### src/rtl/if_fetch_unit.sv
// Instruction-fetch stage: architectural PC, req/gnt/rvalid imem port and the IF/ID register.
// Optional feature: define IF_MISALIGN_TRAP_EN to trap misaligned next-PC loads instead of masking them.
module if_fetch_unit #(
    parameter logic [31:0] RESET_PC = 32'h0000_0000,
    parameter logic [31:0] NOP_INST = 32'h0000_0013
) (
    input  logic        clk,
    input  logic        rst,
    input  logic [31:0] npc_in,
    input  logic        redirect,
    input  logic        stall,
    output logic [31:0] pc_out,
    output logic        imem_req,
    output logic [31:0] imem_addr,
    input  logic        imem_gnt,
    input  logic        imem_rvalid,
    input  logic [31:0] imem_rdata,
    output logic [31:0] if_id_pc,
    output logic [31:0] if_id_inst,
    output logic        if_id_valid,
    output logic        if_misalign
);

    typedef enum logic [1:0] {S_IDLE, S_REQ, S_WAIT, S_HOLD} state_t;

    state_t      state;
    logic [31:0] pc_q;
    logic [31:0] req_addr_q;
    logic [31:0] hold_inst;
    logic        kill;
    logic        hold_vld;
    logic        req_pend_q;
    logic        misalign_q;

    logic        npc_mis;
    logic [31:0] pc_ld_val;
    logic [31:0] pc_nxt;
    logic        deliver_wait;
    logic        deliver_hold;

`ifdef IF_MISALIGN_TRAP_EN
    assign npc_mis     = |npc_in[1:0];
    assign pc_ld_val   = npc_in;
    assign if_misalign = misalign_q;
`else
    logic unused_npc_lo;
    assign unused_npc_lo = ^npc_in[1:0];
    assign npc_mis       = 1'b0;
    assign pc_ld_val     = {npc_in[31:2], 2'b00};
    assign if_misalign   = 1'b0;
`endif

    assign pc_out = pc_q;

    always_comb begin
        deliver_wait = (state == S_WAIT) && imem_rvalid && !kill && !redirect && !stall;
        deliver_hold = (state == S_HOLD) && hold_vld && !redirect && !stall;
        pc_nxt       = (redirect || deliver_wait || deliver_hold) ? pc_ld_val : pc_q;
        imem_req     = 1'b0;
        imem_addr    = req_addr_q;
        case (state)
            // A request already on the bus stays up even if a trap was raised meanwhile.
            S_REQ:  imem_req = req_pend_q || !misalign_q;
            S_WAIT: begin
                // Back-to-back: issue the next fetch in the same cycle the data lands.
                imem_req  = deliver_wait && !npc_mis && !misalign_q;
                imem_addr = pc_ld_val;
            end
            default: imem_req = 1'b0;
        endcase
    end

    always_ff @(posedge clk) begin
        if (rst) begin
            state       <= S_IDLE;
            pc_q        <= RESET_PC;
            req_addr_q  <= RESET_PC;
            hold_inst   <= NOP_INST;
            kill        <= 1'b0;
            hold_vld    <= 1'b0;
            req_pend_q  <= 1'b0;
            misalign_q  <= 1'b0;
            if_id_pc    <= RESET_PC;
            if_id_inst  <= NOP_INST;
            if_id_valid <= 1'b0;
        end else begin
            pc_q       <= pc_nxt;
            req_pend_q <= imem_req && !imem_gnt;
            // Address tracks the PC until a request is actually presented, then freezes until gnt.
            if (state != S_REQ || !imem_req)
                req_addr_q <= pc_nxt;

            if (redirect) begin
                if_id_valid <= 1'b0;
                if_id_inst  <= NOP_INST;
            end else if (deliver_wait || deliver_hold) begin
                if_id_pc    <= pc_q;
                if_id_inst  <= deliver_hold ? hold_inst : imem_rdata;
                if_id_valid <= 1'b1;
            end else if (!stall) begin
                if_id_valid <= 1'b0;
                if_id_inst  <= NOP_INST;
            end

            if (redirect)
                misalign_q <= npc_mis;
            else if ((deliver_wait || deliver_hold) && npc_mis)
                misalign_q <= 1'b1;

            case (state)
                S_IDLE: state <= S_REQ;
                S_REQ: begin
                    if (redirect && imem_req)
                        kill <= 1'b1;
                    if (imem_req && imem_gnt)
                        state <= S_WAIT;
                end
                S_WAIT: begin
                    if (imem_rvalid) begin
                        if (kill || redirect) begin
                            kill  <= 1'b0;
                            state <= S_REQ;
                        end else if (stall) begin
                            hold_inst <= imem_rdata;
                            hold_vld  <= 1'b1;
                            state     <= S_HOLD;
                        end else begin
                            state <= (imem_req && imem_gnt) ? S_WAIT : S_REQ;
                        end
                    end else if (redirect) begin
                        kill <= 1'b1;
                    end
                end
                S_HOLD: begin
                    if (redirect || !stall) begin
                        hold_vld <= 1'b0;
                        state    <= S_REQ;
                    end
                end
                default: state <= S_IDLE;
            endcase
        end
    end

endmodule

### config.mk
export PLATFORM = sky130hd
export DESIGN_NAME = if_fetch_unit
export DESIGN_NICKNAME = d
export VERILOG_FILES = /design/src/rtl/if_fetch_unit.sv
export SDC_FILE = /design/constraint.sdc
export NUM_CORES = 1
export LEC_CHECK = 0
export ABC_AREA = 1
export ABC_CLOCK_PERIOD_IN_PS = 3490
export CORE_MARGIN = 3
export CORE_UTILIZATION = 45
export CTS_BUF_LIST = sky130_fd_sc_hd__clkbuf_4 sky130_fd_sc_hd__clkbuf_8
export DETAILED_ROUTE_END_ITERATION = 12
export GPL_ROUTABILITY_DRIVEN = 0
export PLACE_DENSITY = 0.77
export SLEW_MARGIN = 20
export SYNTH_ARGS = -nofsm -noshare
export SYNTH_HDL_FRONTEND = slang
export SYNTH_SLANG_ARGS = --single-unit
export TNS_END_PERCENT = 10
### constraint.sdc
create_clock -name clk -period 3.49 [get_ports clk]
set_input_delay 0.5235 -clock clk [delete_from_list [all_inputs] [get_ports clk]]
set_output_delay 0.5235 -clock clk [all_outputs]
set_load 0.005 [all_outputs]
* Word level (Yosys, flattened, before mapping)
Index checks and enable logic that the tools add are counted.
** Storage, ports and cells
- Memories kept :: 0
- Register bits after elaboration :: 165
- Latch bits :: 0
- Bits of input ports :: 70
- Bits in read-only memories :: 0
- Bits in writable memories :: 0
** Cells by class
- Reduce and logical (&&, ||, !) cells :: 28
- $add $sub $neg :: 0
- Multiply operators :: 0
- Eq/ne operators :: 13
- Order comparisons :: 0
- Div/mod/pow operators :: 0
- Muxes and demuxes :: 25
- Shift operators :: 0
- Bitwise logic cells :: 2
** Operators with widths (number)
- 2-to-1 mux 32 bit :: 5
- 2-to-1 mux 2 bit :: 6
- 2-to-1 mux 1 bit :: 10
- != test 2 bit (second input constant) :: 5
- logical AND 1 bit :: 9
- one-hot mux 2 bit (4 select lines) :: 1
- AND reduction 4 bit :: 2
- logical OR 1 bit :: 6
- != test 2 x 1 -> 1 bit (second input constant) :: 3
- one-hot mux 1 bit (2 select lines) :: 3
- AND reduction 5 bit :: 1
- equality test 2 bit (second input constant) :: 2
- zero test 1 bit :: 4
- nonzero test 2 bit :: 2
- != test 3 x 2 -> 1 bit (second input constant) :: 1
- != test 3 bit (second input constant) :: 1
- AND reduction 3 bit :: 1
- equality test 2 x 1 -> 1 bit (second input constant) :: 1
- zero test 2 bit :: 1
- NOT 1 bit :: 2
- AND reduction 2 bit :: 1
- OR reduction 2 bit :: 1

* Logic depth before layout (Yosys ltp)
- Depth in word-level cells :: 12
- Mapped depth :: 15
- Depth with buffers taken out :: 14

* Least setup slack after synthesis
OpenSTA, ideal clock, no wires.
- Path type :: flip-flop to output port
- Start :: register state[1]
- End :: output imem_req
- Cell stages (with the launch flop) :: 7
- Data arrival time :: 1.217 ns
- Buffers on the path :: 2
- Path slack :: 1.749 ns
- Path through :: dfxtp_1 > inv_1 > ha_1 > clkbuf_1 > inv_2 > clkbuf_1 > a21oi_1
** On the way
- Word-level cells in the longest chain between the ends :: 6
- Elaborated cells between the ends (all ways) :: 7
- Those cells by class :: eq/ne (2); mux (1); reduce/logical (4)
** Ends and longest elaborated chain
- start, declared :: line 26 : state_t state;
- start signal, assigned :: line 128 : state <= (imem_req && imem_gnt) ? S_WAIT : S_REQ;
- equality test 2 bit :: line 56, 61
- logical AND 1 bit (4 in a row) :: line 56 : deliver_wait = (state == S_WAIT) && imem_rvalid && !kill && !redirect && !stall;
- one-hot mux 1 bit (2 select lines) * :: line 61 : case (state)
- end, declared :: line 13 : output logic imem_req,
Every way passes the cells marked *; elsewhere a longest branch is shown, timed or not.

* Final worst setup path
- Start :: register state[0]
- End :: output imem_addr[14]
** On the way
- Word-level cells in the longest chain between the ends :: 2
** Ends and longest elaborated chain
- equality test 2 bit :: line 61
- 2-to-1 mux 32 bit :: line 61
- end, declared :: line 14 : output logic [31:0] imem_addr,
No other way between the ends.

==> impl_metrics.csv <==
group,metric,value,unit
run_status,status,"finished, final reports clean",
clock_network,cts_buffer_depth,2,
die,start_util,46.4,%
layout,final_core_util,63.0,%
setup_path,critPathRequiredTime,2.97,ns
sta,min_period,3.07,ns
clock_network,clkTransAtPathRegs,0.08,ns
clock_network,root_buffer,"clkbuf_8",
sta,rsz0062_at_grt,"no",
grt,grt_use_total,22.4,%
synth,syn_area_per_cell,7.07,sq um
die,die_h,129,microns
route,firstDrtPassIters,4,
route,ant_nets,0,
route,vias,6527,
sta,setup_viol,0,
layout,antenna_cells,0,
setup_path,setup.worst_path.end_class,"output port",
pwr,leakagePower,3.89,nW
setup_path,path_cells,"inv_1 > ha_2 > buf_4 > nand2_1 > o21ai_0 > clkdlybuf4s50_1",
sta,relSlewSlack,27.9,%
layout,finalInstanceArea,9260,sq um
place,place_area,8810,sq um
layout,area_delta_synth_final,35.8,%
grt,grt_start_max_net_pins,68,
die,ios,201,
synth,yosysWarnings,0,
setup_path,start_kind,"flip-flop",
layout,fillers,1350,
sta,hold_viol,0,
setup_path,critical_path.slowest_cell,"clkdlybuf4s50_1",
sta,setup-tns-final,0,ns
die,coreArea,14700,sq um
setup_path,arrival,2.55,ns
route,drt-initial-drc-count,397,
sta,fin_crit_sh,87.9,%
die,die-width,129,microns
synth,yosysSeqAreaShare,48.4,%
layout,drive_gt1_share,5.09,%
synth,synth_area,6820,sq um
synth,synthCells,964,
synth,synth_ff_type,"dfxtp_1",
sta,timing.fmax,326,MHz
pwr,p_per_area,543,nW/um^2
clock_network,postCtsResizedCells,0,
layout,layout.nets,1199,
layout,mostFrequentLayoutCells,"nand2_1, clkdlybuf4s50_1, dfxtp_1",
synth,ys_types,28,
clock_network,cts_max_level,4,
setup_path,critPathMaxStageDelay,0.57,ns
sta,fin_skew,0.0142,ns
synth,async_reset_ff_share,0,%
place,portBuffers,197,
clock_network,cts_sinks,165,
die,rows,44,
route,routed_wl,18700,microns
synth,syn_nets,1037,
place,dp_hpwl,11600,microns
sta,fin_ws,0.421,ns
layout,mostFrequentLayoutCell,"nand2_1",
clock_network,clk_latency,0.45,ns
synth,ys_seq_elements,165,
die,die_area,16700,sq um
clock_network,cts_tree,"done",
hold_path,hp-class,"flip-flop to flip-flop",
sta,final_max_slew_viol_count,0,
synth,synth-edff-count,0,
grt,grt_pass1_vias,5947,
grt,grt_pass1_wl,29800,microns
setup_path,critPathMaxFanout,47,
route,viasPerCell,4.93,
route,drcViolationCount,0,
grt,overflow,0,
sta,tightest_slew,1.08,ns
place,pre_cts_ws,0.671,ns
grt,antenna_found_initial,0,
job,drv_cap,0,
pwr,max-vdd-ir-drop,339,uV
clock_network,hold_buffers,0,
route,wl_per_cell,14.1,microns
clock_network,cts_setup_buffers,0,
setup_path,crit_type,"flip-flop to output port",
clock_network,numCtsBuffers,17,
## metal layers
metal	track usage [%]	wire (microns)	part of all wire, %
met1	28.4	8130	44
met2	35.6	8480	45
met3	8.62	1680	9.0
met4	6.42	361	1.9
met5	0	0	0
## cells by family (layout without fill, tap and decap cells)
logic type | after synthesis | after routing | synth area share, %
AOI/OAI and AO/OA | 252 | 252 | 18.7
adders and majority gates | 3 | 3 | 0.551
buffers and inverters | 175 | 350 | 10.2
DFF | 165 | 165 | 48.4
other | 1 | 1 | 0.0550
and+or+nand+nor | 368 | 368 | 22.1
## metrics by stage
| step | instances | hold WS [ns] | total power, W |
|---|---|---|---|
| global route | 1323 | 0.473 | 0.00533 |
| floorplan | 964 | 0.425 | 0.00287 |
| global placement | 1291 | 0.434 | 0.00352 |
| CTS | 1323 | 0.453 | 0.00509 |
| detailed placement | 1291 | 0.440 | 0.00353 |
| finish | 1323 | 0.449 | 0.00503 |
## worst max-delay path: cells and delay by family (launching register included)
kind,cells,cell delay [ns]
buffers and inverters,3,1.09
adders and majority gates,1,0.39
DFF,1,0.35
AOI/OAI and AO/OA,1,0.14
and+or+nand+nor,1,0.11
## where the power goes
part | switching (W) | internal [W]
registers | 0.0000751 | 0.00207
logic | 0.000707 | 0.000643
clock network | 0.000676 | 0.000857
## synthesized netlist by cell type, types with 2 or more instances
cell | n | area [sq um]
inv_1 | 105 | 394
ha_1 | 3 | 37.5
nor2_1 | 87 | 327
clkbuf_1 | 48 | 180
nand3_1 | 17 | 85.1
buf_1 | 3 | 11.3
and2_1 | 17 | 106
nor3_1 | 3 | 15.0
buf_4 | 3 | 22.5
nand2_1 | 237 | 890
buf_2 | 7 | 35.0
inv_2 | 6 | 22.5
buf_6 | 2 | 22.5
nand2_4 | 2 | 22.5
o21ai_0 | 130 | 651
a21oi_1 | 116 | 581
dfxtp_1 | 165 | 3300
o31ai_1 | 3 | 22.5
## sequential cells by signal, indices dropped and copies added, names as in the netlist
| register | count |
|---|---|
| req_addr_q | 32 |
| hold_inst | 32 |
| if_id_inst | 32 |
| kill | 1 |
| if_id_valid | 1 |
| if_id_pc | 32 |
| pc_out | 32 |
| state | 2 |
| hold_vld | 1 |
## worst paths after layout
check | start | end | slack (ns) | cells after the start
min reg2reg | hold_inst[21] | hold_inst[21] | 0.45 | 2
min | hold_inst[21] | hold_inst[21] | 0.45 | 2
max | state[0] | imem_addr[14] | 0.42 | 6
max reg2reg | state[0] | req_addr_q[24] | 0.87 | 14
## cell type report
type / count / area, sq um / share of cell area, %
clock buffer: 24 / 299 / 3.23
clock inverter: 8 / 148 / 1.59
inverter: 112 / 423 / 4.57
multi-input combinational: 624 / 2820 / 30.5
sequential: 165 / 3300 / 35.7
tap: 184 / 230 / 2.49
timing repair buffer: 206 / 2030 / 22.0
Power figures use the tool's default switching activity.
